<file path="config.mk">
export PLATFORM = sky130hd
export DESIGN_NAME = fsm_mestre_envase
export DESIGN_NICKNAME = d
export VERILOG_FILES = /design/src/rtl/fsm_mestre_envase.sv
export SDC_FILE = /design/constraint.sdc
export NUM_CORES = 1
export LEC_CHECK = 0
export CELL_PAD_IN_SITES_DETAIL_PLACEMENT = 0
export CELL_PAD_IN_SITES_GLOBAL_PLACEMENT = 1
export CORE_UTILIZATION = 32
export DETAILED_ROUTE_END_ITERATION = 6
export GPL_ROUTABILITY_DRIVEN = 0
export GPL_TIMING_DRIVEN = 0
export PLACE_DENSITY = 0.78
export SLEW_MARGIN = 20
export SYNTH_ARGS = -nofsm -noshare
export SYNTH_HDL_FRONTEND = slang
export SYNTH_SLANG_ARGS = --single-unit
</file>
<file path="constraint.sdc">
create_clock -name clk -period 1.4 [get_ports clk]
set_input_delay 0.42 -clock clk [delete_from_list [all_inputs] [get_ports clk]]
set_output_delay 0.42 -clock clk [all_outputs]
set_load 0.005 [all_outputs]
</file>
<file path="src/rtl/fsm_mestre_envase.sv">
// rtl/fsm_mestre_envase.sv - master sequencer of the bottling line (conveyor, filler, sealer handshakes)
//
// Purpose: moves the conveyor until a bottle is in position, then runs a
//   4-phase cmd/concluido handshake with the filler and then with the sealer.
//   It counts finished bottles with a saturating counter. A stopper alarm
//   parks the line in ALARME until the alarm clears and start is given.
//   Moore machine: every output is a registered decode of the state.
// Optional feature: define WATCHDOG_EN to enable the per-phase watchdog
//   (TIMEOUT_CICLOS cycles in a handshake state -> FALHA).
// Ports:
//   clk, reset_n (async, active-low)
//   start, stop, sensor_posicao, enchimento_concluido, vedacao_concluida,
//   alarme_rolha                                       - line inputs
//   motor_esteira, cmd_encher, cmd_vedar               - actuator commands
//   alarme_ativo, falha                                - status flags
//   garrafas_ok [W_CONT]                               - finished-bottle count
//   estado_dbg [4]                                     - current state code
module fsm_mestre_envase #(
  parameter int TIMEOUT_CICLOS = 100000000,
  parameter int W_CONT         = 8
) (
  input  logic              clk,
  input  logic              reset_n,
  input  logic              start,
  input  logic              stop,
  input  logic              sensor_posicao,
  input  logic              enchimento_concluido,
  input  logic              vedacao_concluida,
  input  logic              alarme_rolha,
  output logic              motor_esteira,
  output logic              cmd_encher,
  output logic              cmd_vedar,
  output logic              alarme_ativo,
  output logic              falha,
  output logic [W_CONT-1:0] garrafas_ok,
  output logic [3:0]        estado_dbg
);

  typedef enum logic [3:0] {
    S_IDLE    = 4'd0,
    S_MOVER   = 4'd1,
    S_ENCHER  = 4'd2,
    S_ENC_LIB = 4'd3,
    S_VEDAR   = 4'd4,
    S_VED_LIB = 4'd5,
    S_SAIR    = 4'd6,
    S_ALARME  = 4'd7,
    S_FALHA   = 4'd8
  } state_t;

  state_t              state_q, state_d;
  logic [W_CONT-1:0]   cont_q, cont_d;
  logic                motor_q, motor_d;
  logic                encher_q, encher_d;
  logic                vedar_q, vedar_d;
  logic                alarme_q, alarme_d;

`ifdef WATCHDOG_EN
  localparam int            WD_W   = $clog2(TIMEOUT_CICLOS + 1);
  localparam logic [WD_W-1:0] WD_MAX = WD_W'(TIMEOUT_CICLOS - 1);

  logic [WD_W-1:0] wdog_q, wdog_d;
  logic            falha_q, falha_d;
  logic            em_handshake;
`endif

  always_comb begin
    state_d = state_q;
    cont_d  = cont_q;

    // stop outranks every other condition, including a concluido on the same edge
    if (state_q != S_IDLE && stop) begin
      state_d = S_IDLE;
    end else begin
      case (state_q)
        S_IDLE:    if (start) state_d = S_MOVER;
        S_MOVER:   if (sensor_posicao) state_d = S_ENCHER;
        S_ENCHER:  if (enchimento_concluido) state_d = S_ENC_LIB;
        S_ENC_LIB: if (!enchimento_concluido) state_d = alarme_rolha ? S_ALARME : S_VEDAR;
        S_VEDAR: begin
          if (alarme_rolha)           state_d = S_ALARME;
          else if (vedacao_concluida) state_d = S_VED_LIB;
        end
        S_VED_LIB: begin
          // the bottle is counted only once the sealer has released its done flag
          if (!vedacao_concluida) begin
            state_d = S_SAIR;
            if (cont_q != '1) cont_d = cont_q + W_CONT'(1);
          end
        end
        S_SAIR:    if (!sensor_posicao) state_d = S_MOVER;
        // retry sealing of the same bottle; it is already filled
        S_ALARME:  if (!alarme_rolha && start) state_d = S_VEDAR;
        S_FALHA:   state_d = S_FALHA;
        default:   state_d = S_IDLE;
      endcase
    end

`ifdef WATCHDOG_EN
    em_handshake = (state_q == S_ENCHER) || (state_q == S_ENC_LIB) ||
                   (state_q == S_VEDAR)  || (state_q == S_VED_LIB);
    wdog_d = '0;
    // the timeout only fires when nothing else moved the machine this cycle
    if (em_handshake && state_d == state_q) begin
      if (wdog_q == WD_MAX) state_d = S_FALHA;
      else                  wdog_d  = wdog_q + WD_W'(1);
    end
    falha_d = (state_d == S_FALHA);
`endif

    motor_d  = (state_d == S_MOVER) || (state_d == S_SAIR);
    encher_d = (state_d == S_ENCHER);
    vedar_d  = (state_d == S_VEDAR);
    alarme_d = (state_d == S_ALARME);
  end

  always_ff @(posedge clk or negedge reset_n) begin
    if (!reset_n) begin
      state_q  <= S_IDLE;
      cont_q   <= '0;
      motor_q  <= 1'b0;
      encher_q <= 1'b0;
      vedar_q  <= 1'b0;
      alarme_q <= 1'b0;
`ifdef WATCHDOG_EN
      wdog_q   <= '0;
      falha_q  <= 1'b0;
`endif
    end else begin
      state_q  <= state_d;
      cont_q   <= cont_d;
      motor_q  <= motor_d;
      encher_q <= encher_d;
      vedar_q  <= vedar_d;
      alarme_q <= alarme_d;
`ifdef WATCHDOG_EN
      wdog_q   <= wdog_d;
      falha_q  <= falha_d;
`endif
    end
  end

  assign motor_esteira = motor_q;
  assign cmd_encher    = encher_q;
  assign cmd_vedar     = vedar_q;
  assign alarme_ativo  = alarme_q;
  assign garrafas_ok   = cont_q;
  assign estado_dbg    = state_q;
`ifdef WATCHDOG_EN
  assign falha         = falha_q;
`else
  assign falha         = 1'b0;
`endif

endmodule
</file>
---- Word-level counts from Yosys, hierarchy flattened ----
Cells that the tools add are included.
word-level totals
  register bits ........................... 16
  bits of input ports ..................... 8
  output and inout bits ................... 17
cells by class
  add/subtract/negate cells ............... 1
  eq/ne operators ......................... 14
  multiplexer cells ....................... 12
  bitwise gates (word level) .............. 2
  reduce and logical (&&, ||, !) cells .... 7
operator list
  operator                                                         count
  4-bit two-way mux                                                10
  4-bit one-hot mux with 9 select lines                            1
  4-bit by 3-bit == test with 1-bit output, second input constant  7
  4-bit by 2-bit == test with 1-bit output, second input constant  3
  8-bit by 1-bit adder with 8-bit output, second input constant    1
  4-bit by 1-bit == test with 1-bit output, second input constant  2
  8-bit != test, second input constant                             1
  4-bit == test, second input constant                             1
  4-bit logical NOT                                                1
  4-bit AND reduction                                              1
  4-bit nonzero test                                               1
  1-bit logical AND                                                2
  2-bit two-way mux                                                1
  1-bit NOT                                                        2
  1-bit logical NOT                                                1
  1-bit logical OR                                                 1

---- Depth between registers and ports, before layout ----
Gate-level depths: netlist of the first run.
  depth after elaboration ................. 7
  gate-level depth with buffers ........... 6

---- Worst setup path before layout of the first run ----
No wires, ideal clock.
  kind .................................... register to register
  from .................................... register state_q[2] (netlist: estado_dbg[2])
  to ...................................... register alarme_q (netlist: alarme_ativo)
  setup time .............................. 0.120 ns
  data arrival time ....................... 1.465 ns
  required time ........................... 1.280 ns
  setup slack ............................. -0.185 ns
  cell stages (with the launch flop) ...... 6
  period minus slack after synthesis ...... 1.585 ns
  cell sequence ........................... dfrtp_1 -> nor2b_1 -> o311a_1 -> a221o_1 -> nor2b_4 -> and3_1
RTL lines
  what                                                                               RTL line  RTL
  start: declaration                                                                 51        state_t state_q, state_d;
  start signal: assignment                                                           130       state_q <= state_d;
  4-bit == test (tied with other cells)                                              75        case (state_q)
  4-bit one-hot mux with 9 select lines / 1-bit logical AND (equally long branches)  75, 72
  4-bit two-way mux *                                                                72        if (state_q != S_IDLE && stop) begin
  named net state_d[1]                                                               51
  4-bit by 3-bit == test with 1-bit output *                                         114       alarme_d = (state_d == S_ALARME);
  named net alarme_d                                                                 56        logic alarme_q, alarme_d;
  end signal: assignment                                                             135       alarme_q <= alarme_d;
  end: declaration                                                                   56
The timed path passes the listed nets; every way through them passes the cells marked *.
A chain may end at the register's enable or synchronous reset.

---- Worst setup path after layout of the first run ----
  from .................................... register state_q[2] (netlist: estado_dbg[2])
  to ...................................... register alarme_q (netlist: alarme_ativo)
between the ends
  longest elaborated chain between the ends .. 5
RTL lines
  what                                        RTL line  RTL
  4-bit two-way mux                           82        else if (vedacao_concluida) state_d = S_VED_LIB;
  4-bit two-way mux                           81        if (alarme_rolha) state_d = S_ALARME;
  4-bit one-hot mux with 9 select lines       75
  4-bit two-way mux *                         72
  4-bit by 3-bit == test with 1-bit output *  114
  named net alarme_d                          56
Marks and branches as above.

==> flow_summary.yaml, run 1 <==
run_status:
  status: "finished, violations left"
  violations: "setup timing"
synthesis:
  ys_ff_latch: 16
  synthCells: 83
  ys_types: 39
  seq_area_frac_synth_pct: 44.4
  synth_edf_count: 0
  synth_top_area_share_pct: 44.4
  synthTopCellsByArea: "dfrtp_1 (44%), xnor2_1 (3.9%), nand4_1 (3.5%)"
  syn_area_um2: 901
  synth_warnings: 0
  synthesis.nets: 92
  synthFlopType: "dfrtp_1"
  yosys.area.top_type: "dfrtp_1"
  synth.avg_cell_area_um2: 10.9
  async_flop_share_pct: 100
grt:
  grt_start_max_net_pins: 17
  grt_usage_pct: 15.6
  grt_use_met1_pct: 16.8
  grt_pass1_wl_um: 3370
  met3_usage_pct: 2.73
  met2_usage_pct: 30.9
  top_usage_layer: "met2"
  grt_pass1_vias: 804
  antenna_found_initial: 0
  grt_overflow_total: 0
final_layout:
  drive_gt1_share_pct: 43.5
  antenna_cells: 0
  final_cell_mix: "buf_4 (19), dfrtp_1 (12), dlygate4sd2_1 (11)"
  nNetsFinal: 141
  area.growth.synth_to_final_pct: 61.2
  final_common_cell: "buf_4"
placement:
  place_hpwl_um: 1400
  place_ws_ps: -745
  port_buffers: 23
run:
  drv_cap: 0
route:
  dr.first_iter.drc_count: 8
  vias: 798
  remaining_drc_errors: 0
  vias_per_cell: 4.96
  ant_nets: 0
  drtPass1Iterations: 4
  wl_um: 2150
  post_drt_wl_per_cell_um: 13.4
worst_setup_path:
  cp-startpoint: "estado_dbg[2]"
  crit_arrival_ps: 1930
  endpoint_kind: "flop"
  rrSetupSlack_ps: -310
  r2r_cells: 6
  cp.required_ps: 1620
  endpoint: "alarme_ativo"
  worstSetupPathType: "flop to flop"
  worstSetupStartpointType: "flop"
  cp_max_fo: 8
  reg2reg_to: "alarme_ativo"
  reg2reg_from: "estado_dbg[2]"
floorplan:
  chipHeight_um: 55.1
  start_util_pct: 35.1
  rows: 18
  coreArea_mm2: 0.00257
  dieArea_mm2: 0.00303
  io_pins: 25
  die_w_um: 55.1
clock_network:
  cts.sinks: 16
  cts_tree: "done"
  clkTransAtPathRegs_ps: 100
  cts_max_path_buffers: 2
  root_buffer: "clkbuf_4"
  cts-htree-levels: 1
  cts_inserted_buffers: 3
  hold_buffers: 0
  clk_latency_ps: 280
sta:
  hold_viol_final: 0
  rsz0062_at_grt: "true"
  slew_headroom_pct: 52.6
  period_share_pct: 122
  setup_slack_ps: -306
  report.final.slew_viol_count: 0
  fmax_mhz: 586
  period_needed_ps: 1710
  max_slew.worst_pin.slew_ps: 709
  finalSetupViolCount: 15
  skew_ps: 6.52
pwr:
  total_power_w: 0.00172
  ir_worst_vdd_uv: 617
  leakage_nw: 0.690
  p_per_area_mw_per_mm2: 1190
min_path:
  min_path_type: "input pin to async pin"
flip-flops by register name (all words and copies together) (netlist names):
register and count:
cmd_encher 1, motor_esteira 1, estado_dbg 4, cmd_vedar 1, garrafas_ok 8, alarme_ativo 1
worst max-delay path: stages (launching register included):
cell and delay, ps:
dfrtp_2 470, buf_6 150, or3b_1 370, a21oi_2 210, o31ai_4 110, nand2_2 150, and3_4 190
how the worst min path moves through the flow:
stage	startpoint	end	depth (start not counted)
after global routing	reset_n	garrafas_ok[0]	1
after detailed placement	garrafas_ok[7]	garrafas_ok[7]	1
after floorplan	reset_n	alarme_ativo	0
final	reset_n	garrafas_ok[0]	1
after global placement	garrafas_ok[7]	garrafas_ok[7]	1
after CTS	garrafas_ok[7]	garrafas_ok[7]	2
layer usage:
layer	share of wire (%)	vias up
li1	-	394
met1	41	381
met2	55	23
met3	4.4	0
met4	0	0
met5	0	-
where the power goes:
part           total (W)  switching (W)  internal [W]
combinational   0.000845       0.000411      0.000434
clock           0.000303       0.000145      0.000158
sequential      0.000575      0.0000461      0.000529
cells in the mapped netlist, types with 2 or more instances:
cell      count
nand4_1       5
nand3_1       2
a21oi_1       3
nor3_1        2
dfrtp_1      16
nor2b_4       2
nor2b_1       4
xor2_1        3
nand2b_1      3
and3_1        2
nor2_1        7
o21ai_1       2
xnor2_1       4
nand2_1       3
through the flow:
step / utilization (%) / std cells / instance area [um2] / TNS [ps] / hold slack (ps)
after global placement: 46.4 / 136 / 1190 / -6670 / 480
after floorplan: - / 83 / 923 / -663 / 124
after detailed placement: 46.4 / 136 / 1190 / -6930 / 489
final: 56.6 / 161 / 1450 / -2730 / 552
after CTS: 53.1 / 156 / 1360 / -2470 / 547
after global routing: 56.6 / 161 / 1450 / -3740 / 596
final cells by class:
class                   count  area, um2
inverters                   1       3.75
flip-flops and latches     16        405
repair buffers             44        372
plain buffers               3       30.0
multi-input cells          63        568
clock buffers               4       36.3
fillers                   227       1110
well taps                  30       37.5
logic make-up after synthesis:
logic type | Yosys count | synth area share (%)
other | 1 | 0.416
adders and majority gates | 1 | 1.39
DFF | 16 | 44.4
AOI/OAI and AO/OA | 14 | 13.2
buffers and inverters | 4 | 3.05
muxes | 1 | 1.25
xor gates and xnor gates | 7 | 6.81
and+or+nand+nor | 39 | 29.4
repair_timing:
| action | 4_1_cts | 5_1_grt |
|---|---|---|
| pin swaps | 14 | 5 |
| buffers inserted | 16 | 5 |
| gates resized for setup | 38 | 22 |
| endpoints found under the setup margin | 29 | 26 |
(Power assumes the default switching activity.)
==> run 2: changes to the inputs <==
CORE_MARGIN = 2   (was unset)
==> flow_summary.yaml, run 2 (synthesis gave the netlist of run 1 again) <==
run_status:
  status: "finished, violations left"
  violations: "setup timing"
clock_network:
  cts_max_path_buffers: 2
  cts_tree: "done"
  cts_inserted_buffers: 3
  root_buffer: "clkbuf_4"
  cts-htree-levels: 1
  clkTransAtPathRegs_ps: 100
  clk_latency_ps: 280
  hold_buffers: 0
  cts.sinks: 16
route:
  wl_um: 2340
  vias: 840
  vias_per_cell: 4.97
  post_drt_wl_per_cell_um: 13.9
  ant_nets: 0
  remaining_drc_errors: 0
  dr.first_iter.drc_count: 14
  drtPass1Iterations: 4
floorplan:
  io_pins: 25
  start_util_pct: 33.2
  chipHeight_um: 57.1
  rows: 19
  dieArea_mm2: 0.00326
  coreArea_mm2: 0.00271
  die_w_um: 57.1
grt:
  grt_usage_pct: 15.2
  grt_overflow_total: 0
  antenna_found_initial: 0
  grt_pass1_vias: 835
  grt_pass1_wl_um: 3890
  grt_start_max_net_pins: 17
sta:
  skew_ps: 8.32
  slew_headroom_pct: 51.9
  rsz0062_at_grt: "true"
  hold_viol_final: 0
  fmax_mhz: 586
  period_share_pct: 122
  finalSetupViolCount: 15
  period_needed_ps: 1710
  report.final.slew_viol_count: 0
  max_slew.worst_pin.slew_ps: 720
  whs_ps: 552
  setup_slack_ps: -307
min_path:
  min_path_cells: 2
  min_path_type: "flop to flop"
final_layout:
  antenna_cells: 0
  final_cell_mix: "buf_4 (21), dfrtp_1 (13), dlygate4sd2_1 (12)"
  fill_cells: 247
  fin_cells: 169
  area.growth.synth_to_final_pct: 70.7
  multiInputGateArea_um2: 583
  drive_gt1_share_pct: 49.3
  final_common_cell: "buf_4"
  fin_util_pct: 56.7
  largest_reg_flops: 8
  nNetsFinal: 148
  regArea_um2: 404
pwr:
  p_per_area_mw_per_mm2: 1170
  leakage_nw: 0.752
  ir_worst_vdd_uv: 802
  total_power_w: 0.00180
placement:
  port_buffers: 23
  dp.cells: 137
  place_ws_ps: -737
  place_hpwl_um: 1440
run:
  drv_cap: 0
worst_setup_path:
  critPathTopFamily: "simple AND/OR/NAND/NOR gates"
  path_cells: "buf_6 -> or3b_1 -> a21oi_2 -> o31ai_4 -> nand2_2 -> and3_4"
  endpoint_kind: "flop"
  crit_arrival_ps: 1930
  rrSetupSlack_ps: -310
  r2r_cells: 6
  worstSetupStartpointType: "flop"
  crit_cells: 6
  critPathSlowestCell: "dfrtp_2"
  cp_max_fo: 6
  cp.required_ps: 1620
  path_buf_inv: 1
  worstSetupPathType: "flop to flop"
  cp_slowest_stage_delay_ps: 470
==> run 2: worst paths after layout <==
check	startpoint	endpoint
hold reg to reg	garrafas_ok[5]	garrafas_ok[5]
setup reg to reg	estado_dbg[2]	alarme_ativo
max in group asynchronous	reset_n	estado_dbg[1]
min in group asynchronous	reset_n	garrafas_ok[0]
hold / removal	garrafas_ok[5]	garrafas_ok[5]
setup / recovery	estado_dbg[2]	alarme_ativo
==> run 2: what timing repair did <==
| action | 4_1_cts | 5_1_grt |
|---|---|---|
| setup endpoints to repair | 28 | 23 |
| cloned | 0 | 1 |
| resized for setup | 44 | 24 |
| pin swaps | 12 | 13 |
| setup buffers | 20 | 9 |
==> run 2: through the flow <==
step / setup TNS [ps] / cell area (um2)
final: -2660 / 1540
after global routing: -3670 / 1540
after CTS: -1980 / 1420
after detailed placement: -6830 / 1190
after global placement: -6640 / 1190
after floorplan: -663 / 923
==> run 2: final cells by class <==
type,instances,share of cell area (%)
multi-input cells,63,37.9
repair buffers,51,28.7
flip-flops and latches,16,26.3
well taps,31,2.52
clock buffers,4,2.36
plain buffers,3,1.95
inverters,1,0.244
==> run 2: metal layers <==
layer	up-vias	track usage (%)	share of wire [%]
met1	402	19.5	42
met5	-	0	0
met2	26	25.5	53
met4	0	5.98	0.73
li1	408	-	-
met3	4	2.95	5.0
==> run 2: worst min-delay path: stages (launching register included) <==
cell	delay, ps
dfrtp_1	350
buf_4	120
xor2_1	50
==> run 2: power breakdown <==
group | internal, W | switching, W
Clock | 0.000158 | 0.000144
Combinational | 0.000516 | 0.000399
Sequential | 0.000529 | 0.0000500
